--- config.mk ---
export PLATFORM = sky130hd
export DESIGN_NAME = spi_ram_burst_flat
export DESIGN_NICKNAME = d
export VERILOG_FILES = /design/src/rtl/spi_ram_burst_if.sv /design/src/rtl/spi_ram_burst.sv /design/src/flat_wrapper.sv
export SDC_FILE = /design/constraint.sdc
export NUM_CORES = 2
export LEC_CHECK = 0
export ABC_AREA = 1
export CORE_UTILIZATION = 55
export CTS_BUF_LIST = sky130_fd_sc_hd__clkbuf_16
export CTS_CLUSTER_DIAMETER = 120
export DETAILED_ROUTE_END_ITERATION = 8
export PLACE_DENSITY = 0.73
export SETUP_SLACK_MARGIN = 0.02
export SLEW_MARGIN = 5
export SYNTH_ARGS = -nofsm -noshare
export SYNTH_HDL_FRONTEND = slang
export SYNTH_SLANG_ARGS = --single-unit
--- constraint.sdc ---
create_clock -name clk -period 10 [get_ports clk]
set_input_delay 2 -clock clk [delete_from_list [all_inputs] [get_ports clk]]
set_output_delay 2 -clock clk [all_outputs]
set_load 0.005 [all_outputs]
--- src/rtl/spi_ram_burst_if.sv ---
// spi_ram_burst_if: SPI pin bundle plus the RAM write strobe
interface spi_ram_burst_if;
    logic SS_n;
    logic MOSI;
    logic MISO;
    logic wr_strobe;
    modport master (output SS_n, MOSI, input MISO, wr_strobe);
    modport slave (input SS_n, MOSI, output MISO, wr_strobe);
endinterface

--- src/rtl/spi_ram_burst.sv ---
// spi_ram_burst: SPI slave decoding 2-bit command frames onto a single-port RAM with optional burst auto-increment
module spi_ram_burst #(
    parameter int DATA_WIDTH = 8,
    parameter int ADDR_WIDTH = 8,
    parameter int MEM_DEPTH  = 256,
    parameter bit AUTO_INC   = 1'b1
) (
    input logic            clk,
    input logic            rst,
    spi_ram_burst_if.slave bus
);
    localparam int SW  = DATA_WIDTH > ADDR_WIDTH ? DATA_WIDTH : ADDR_WIDTH;
    localparam int CW  = $clog2(SW + 1);
    localparam int AW1 = ADDR_WIDTH + 1;
    localparam logic [CW-1:0] DLEN = CW'(DATA_WIDTH);
    localparam logic [CW-1:0] ALEN = CW'(ADDR_WIDTH);
    localparam logic [AW1-1:0] DEPTH = AW1'(MEM_DEPTH);
    localparam logic [ADDR_WIDTH-1:0] LAST = ADDR_WIDTH'(MEM_DEPTH - 1);

    typedef enum logic [2:0] {IDLE, CMD, RX, TX, WAIT} state_t;

    state_t                state_q, state_d;
    logic [1:0]            cmd_q, cmd_d;
    logic [SW-1:0]         sh_q, sh_d;
    logic [CW-1:0]         cnt_q, cnt_d;
    logic [ADDR_WIDTH-1:0] wr_addr_q, wr_addr_d;
    logic [ADDR_WIDTH-1:0] rd_addr_q, rd_addr_d;
    logic                  miso_q, miso_d;
    logic [DATA_WIDTH-1:0] rd_q;
    logic [DATA_WIDTH-1:0] mem_q [MEM_DEPTH];
    logic [SW-1:0]         rx_word;
    logic [CW-1:0]         rx_len;
    logic                  rx_last, tx_load, we;

    function automatic logic [ADDR_WIDTH-1:0] inc(input logic [ADDR_WIDTH-1:0] a);
        return a == LAST ? '0 : a + ADDR_WIDTH'(1);
    endfunction

    assign rx_word = {sh_q[SW-2:0], bus.MOSI};
    assign rx_len  = cmd_q == 2'b01 ? DLEN : ALEN;
    assign rx_last = cnt_q == rx_len - CW'(1);
    assign tx_load = cnt_q == '0 || (AUTO_INC && cnt_q == DLEN);
    assign we      = !rst && !bus.SS_n && state_q == RX && cmd_q == 2'b01 && rx_last &&
                     {1'b0, wr_addr_q} < DEPTH;
    assign bus.MISO      = miso_q;
    assign bus.wr_strobe = we;

    // RAM write port and registered read port; contents survive reset
    always_ff @(posedge clk) begin
        if (we) mem_q[wr_addr_q] <= rx_word[DATA_WIDTH-1:0];
        rd_q <= {1'b0, rd_addr_q} < DEPTH ? mem_q[rd_addr_q] : '0;
    end

    // Frame decoder next state: SS_n high always aborts back to IDLE
    always_comb begin
        state_d   = state_q;
        cmd_d     = cmd_q;
        sh_d      = sh_q;
        cnt_d     = cnt_q;
        wr_addr_d = wr_addr_q;
        rd_addr_d = rd_addr_q;
        miso_d    = 1'b0;
        if (bus.SS_n) begin
            state_d = IDLE;
        end else begin
            case (state_q)
                IDLE: begin
                    cmd_d   = {bus.MOSI, 1'b0};
                    state_d = CMD;
                end
                CMD: begin
                    cmd_d   = {cmd_q[1], bus.MOSI};
                    cnt_d   = '0;
                    sh_d    = '0;
                    state_d = {cmd_q[1], bus.MOSI} == 2'b11 ? TX : RX;
                end
                RX: begin
                    sh_d  = rx_word;
                    cnt_d = cnt_q + CW'(1);
                    if (rx_last) begin
                        cnt_d   = '0;
                        state_d = WAIT;
                        if (cmd_q == 2'b00) wr_addr_d = rx_word[ADDR_WIDTH-1:0];
                        if (cmd_q == 2'b10) rd_addr_d = rx_word[ADDR_WIDTH-1:0];
                        if (cmd_q == 2'b01 && AUTO_INC) begin
                            wr_addr_d = inc(wr_addr_q);
                            state_d   = RX;
                        end
                    end
                end
                TX: begin
                    if (tx_load) begin
                        sh_d   = SW'(rd_q);
                        miso_d = rd_q[DATA_WIDTH-1];
                        cnt_d  = CW'(1);
                        if (AUTO_INC) rd_addr_d = inc(rd_addr_q);
                    end else if (cnt_q == DLEN) begin
                        state_d = WAIT;
                    end else begin
                        sh_d   = sh_q << 1;
                        miso_d = sh_q[DATA_WIDTH-2];
                        cnt_d  = cnt_q + CW'(1);
                    end
                end
                default: ;
            endcase
        end
    end

    // Control registers with synchronous reset
    always_ff @(posedge clk) begin
        if (rst) begin
            state_q   <= IDLE;
            cmd_q     <= '0;
            sh_q      <= '0;
            cnt_q     <= '0;
            wr_addr_q <= '0;
            rd_addr_q <= '0;
            miso_q    <= 1'b0;
        end else begin
            state_q   <= state_d;
            cmd_q     <= cmd_d;
            sh_q      <= sh_d;
            cnt_q     <= cnt_d;
            wr_addr_q <= wr_addr_d;
            rd_addr_q <= rd_addr_d;
            miso_q    <= miso_d;
        end
    end
endmodule
--- src/flat_wrapper.sv ---
// flat-port wrapper written by rule: the top's interface ports become plain ports
module spi_ram_burst_flat 
#(
    parameter int DATA_WIDTH = 8,
    parameter int ADDR_WIDTH = 8,
    parameter int MEM_DEPTH  = 256,
    parameter bit AUTO_INC   = 1'b1
)
  (clk, rst, bus_SS_n, bus_MOSI, bus_MISO, bus_wr_strobe);
  spi_ram_burst_if bus_i ();
  input logic clk;
  input logic rst;
  input wire logic [$bits(bus_i.SS_n)-1:0] bus_SS_n;
  input wire logic [$bits(bus_i.MOSI)-1:0] bus_MOSI;
  output wire logic [$bits(bus_i.MISO)-1:0] bus_MISO;
  output wire logic [$bits(bus_i.wr_strobe)-1:0] bus_wr_strobe;
  assign bus_i.SS_n = bus_SS_n;
  assign bus_i.MOSI = bus_MOSI;
  assign bus_MISO = bus_i.MISO;
  assign bus_wr_strobe = bus_i.wr_strobe;
  spi_ram_burst #(.DATA_WIDTH(DATA_WIDTH), .ADDR_WIDTH(ADDR_WIDTH), .MEM_DEPTH(MEM_DEPTH), .AUTO_INC(AUTO_INC)) u_core (.clk(clk), .rst(rst), .bus(bus_i));
endmodule
==> impl_metrics.yaml <==
floorplan:
  core_area_mm2: 0.153
  dieWidth_um: 395
  die-area_mm2: 0.156
  start_util_pct: 55.7
  rows: 143
  ios: 6
  die-height_um: 395
worst_setup_path:
  cp_cell_sequence: "clkdlybuf4s50_1, nor2_1, inv_1, nor2_1, nand2_2, inv_1, clkdlybuf4s50_1"
  cpMaxStageDelayCell: "clkdlybuf4s50_1"
  critical_path_buf_inv_count: 4
  cp_max_fo: 18
  rrSetupSlack_ps: 5350
  critPathKind: "in -> out"
  worst_r2r_endpoint: "u_core.rd_q[0]"
  critPathMaxStageDelay_ps: 780
  path_delay_family: "buffers and inverters"
  end_kind: "primary output"
  start_kind: "input port"
  cp.arrival_ps: 4270
  worst_r2r_path_depth: 12
  worstSetupPathDepth: 7
  crit_required_ps: 8000
  worstReg2RegStart: "u_core.rd_addr_q[1]"
global_routing:
  grt_pass1_vias: 53600
  antenna_found_initial: 2
  grt_max_degree: 264
  grt_pass1_wl_um: 327000
  overflow: 0
  grtUsageTotal_pct: 27.9
sta:
  period_needed_ps: 6270
  fin_hold_ws_ps: 494
  slew_headroom_pct: 5.82
  hold_viol_final: 0
  skew_ps: 28.0
  fmax_mhz: 160
  min_period_over_period_pct: 62.7
  tightest_slew_ps: 1410
  drv_slew: 0
  setup_violations: 0
  finalSetupTns_ps: 0
  layout_setup_ws_ps: 3730
  rsz0062_at_grt: "no"
logic_synthesis:
  ys_seq_area_share_pct: 73.2
  syn_inst: 7276
  synth_common_cells: "nand2_1, edfxtp_1, nand3_1, nor2_1, buf_2"
  synth_area_mm2: 0.0851
  yosysMostFrequentCell: "nand2_1"
  synth_top_area_share_pct: 72.3
  yosysWarnings: 0
  synth_area_leaders: "edfxtp_1, nand3_1, nand2_1"
  async_reset_ff_share_pct: 0
  synth_edf_count: 2048
  syn-num-nets: 7287
  ys_seq_elements: 2089
  synth_area_per_cell_um2: 11.7
  synth_cell_type_count: 33
  synthFlopType: "edfxtp_1"
  yosysTopAreaCell: "edfxtp_1"
detailed_routing:
  first_pass_iters: 7
  via_per_inst: 6.09
  vias: 56300
  wirelength_um: 221000
  drc: 0
  first_iter_violations: 8103
  avgRoutedWirePerCell_um: 23.9
  ant_nets: 0
min_path:
  hp-class: "reg -> reg"
  min_to: "u_core.cmd_q[0]"
  hold_depth: 2
  min_from: "u_core.cmd_q[0]"
place:
  place_congestion: 0.932
  hpwl_um: 119000
  place_ws_ps: 3770
  io_buffers: 5
layout:
  num_antenna_cells: 0
  fin_nets: 7064
  utilization_pct: 60.3
  drive_gt1_share_pct: 5.27
  area_growth_pct: 8.33
pwr:
  power.leakage_nw: 31.5
  p_per_area_mw_per_mm2: 186
  ir_drop_v: 0.000201
clock_tree:
  cts_root_buffer: "clkbuf_16"
  insertion_delay_ps: 820
  cts_max_level: 4
  cts_resized: 0
  cts.sinks: 2089
  numCtsBuffers: 198
  cts_tree: "built"
  clk_pin_slew_ps: 60
  cts_hold_buf: 0
  cts_setup_buffers: 0
  clockBufferDepth: 3
flow_run:
  drv_cap: 0
status:
  outcome: "complete, no violations"
[state kept, by name (all words and copies together), names as in the netlist]
register	count
u_core.cmd_q	2
u_core.wr_addr_q	8
u_core.sh_q	7
u_core.cnt_q	4
u_core.state_q	3
u_core.rd_q	8
u_core.rd_addr_q	8
u_core.mem_q	2048
u_core.bus.MISO	1
[per-layer routing]
layer	vias to the layer above	routed length, µm	global-route usage (%)
met5	-	9	0
met4	2	10300	12.6
met2	3377	102000	43.9
met1	27100	84500	38.1
met3	515	23600	5.23
li1	25300	-	-
[cell type report]
type / instances / area, µm²
fill: 11800 / 60600
clock buffer: 203 / 5080
sequential: 2089 / 62400
inverter: 61 / 263
multi-input combinational: 4640 / 20200
clock inverter: 161 / 1110
tap: 2030 / 2540
timing repair buffer: 63 / 603
[cell usage in the layout, fill, tap and decap left out, types with 3 or more instances in the layout]
cell,count
a211oi_1,5
a21oi_1,40
a31oi_1,4
a32o_1,4
buf_12,9
buf_4,49
bufinv_16,12
clkbuf_16,203
clkdlybuf4s50_1,4
clkinv_1,55
clkinv_2,30
clkinv_4,5
clkinvlp_4,12
dfxtp_1,29
dfxtp_4,11
edfxtp_1,2048
ha_1,7
inv_1,87
inv_16,3
inv_2,7
inv_6,6
nand2_1,2249
nand2_2,17
nand3_1,1981
nor2_1,288
nor2_4,5
o21ai_0,23
xor2_1,4
[worst max path at each step]
| stage | startpoint | endpoint | slack [ps] |
|---|---|---|---|
| 2_1_floorplan | rst | bus_wr_strobe | 5270 |
| 3_3_place_gp | rst | bus_wr_strobe | 3690 |
| 3_5_place_dp | rst | bus_wr_strobe | 3770 |
| 4_1_cts | rst | bus_wr_strobe | 3760 |
| 5_1_grt | rst | bus_wr_strobe | 3640 |
| 6_report | rst | bus_wr_strobe | 3730 |
[power breakdown]
part	internal (mW)	switching [mW]	leakage [nW]
Clock	3.98	3.19	3.18
Combinational	0.124	0.375	10.5
Sequential	9.49	0.0135	17.9
[logic make-up after synthesis]
kind of cell	count (synthesis)	synth area share [%]
simple gates	4549	23.1
buf+inv	547	3.00
compound gates	80	0.522
xor+xnor	4	0.0412
fa+ha+maj	7	0.103
flops	2089	73.2
[worst reg2reg max path, cell delays in order, from the launching register on]
cell	delay, ps
dfxtp_4	610
inv_8	650
buf_12	750
buf_4	930
nand3_1	370
nand3_1	160
nand3_1	160
nand3_1	210
nand3_1	210
nand3_1	140
nand2_1	180
nand2_1	120
nand2_1	50
[through the flow]
stage | power (mW) | cells | area [µm²]
6_report | 17.2 | 9247 | 92200
5_1_grt | 17.6 | 9247 | 92200
4_1_cts | 17.2 | 9247 | 92200
3_5_place_dp | 10.2 | 8883 | 86000
3_3_place_gp | 10.2 | 8883 | 86000
2_1_floorplan | 10.0 | 7276 | 85100
Note: power is estimated with default switching activity, not from simulation.
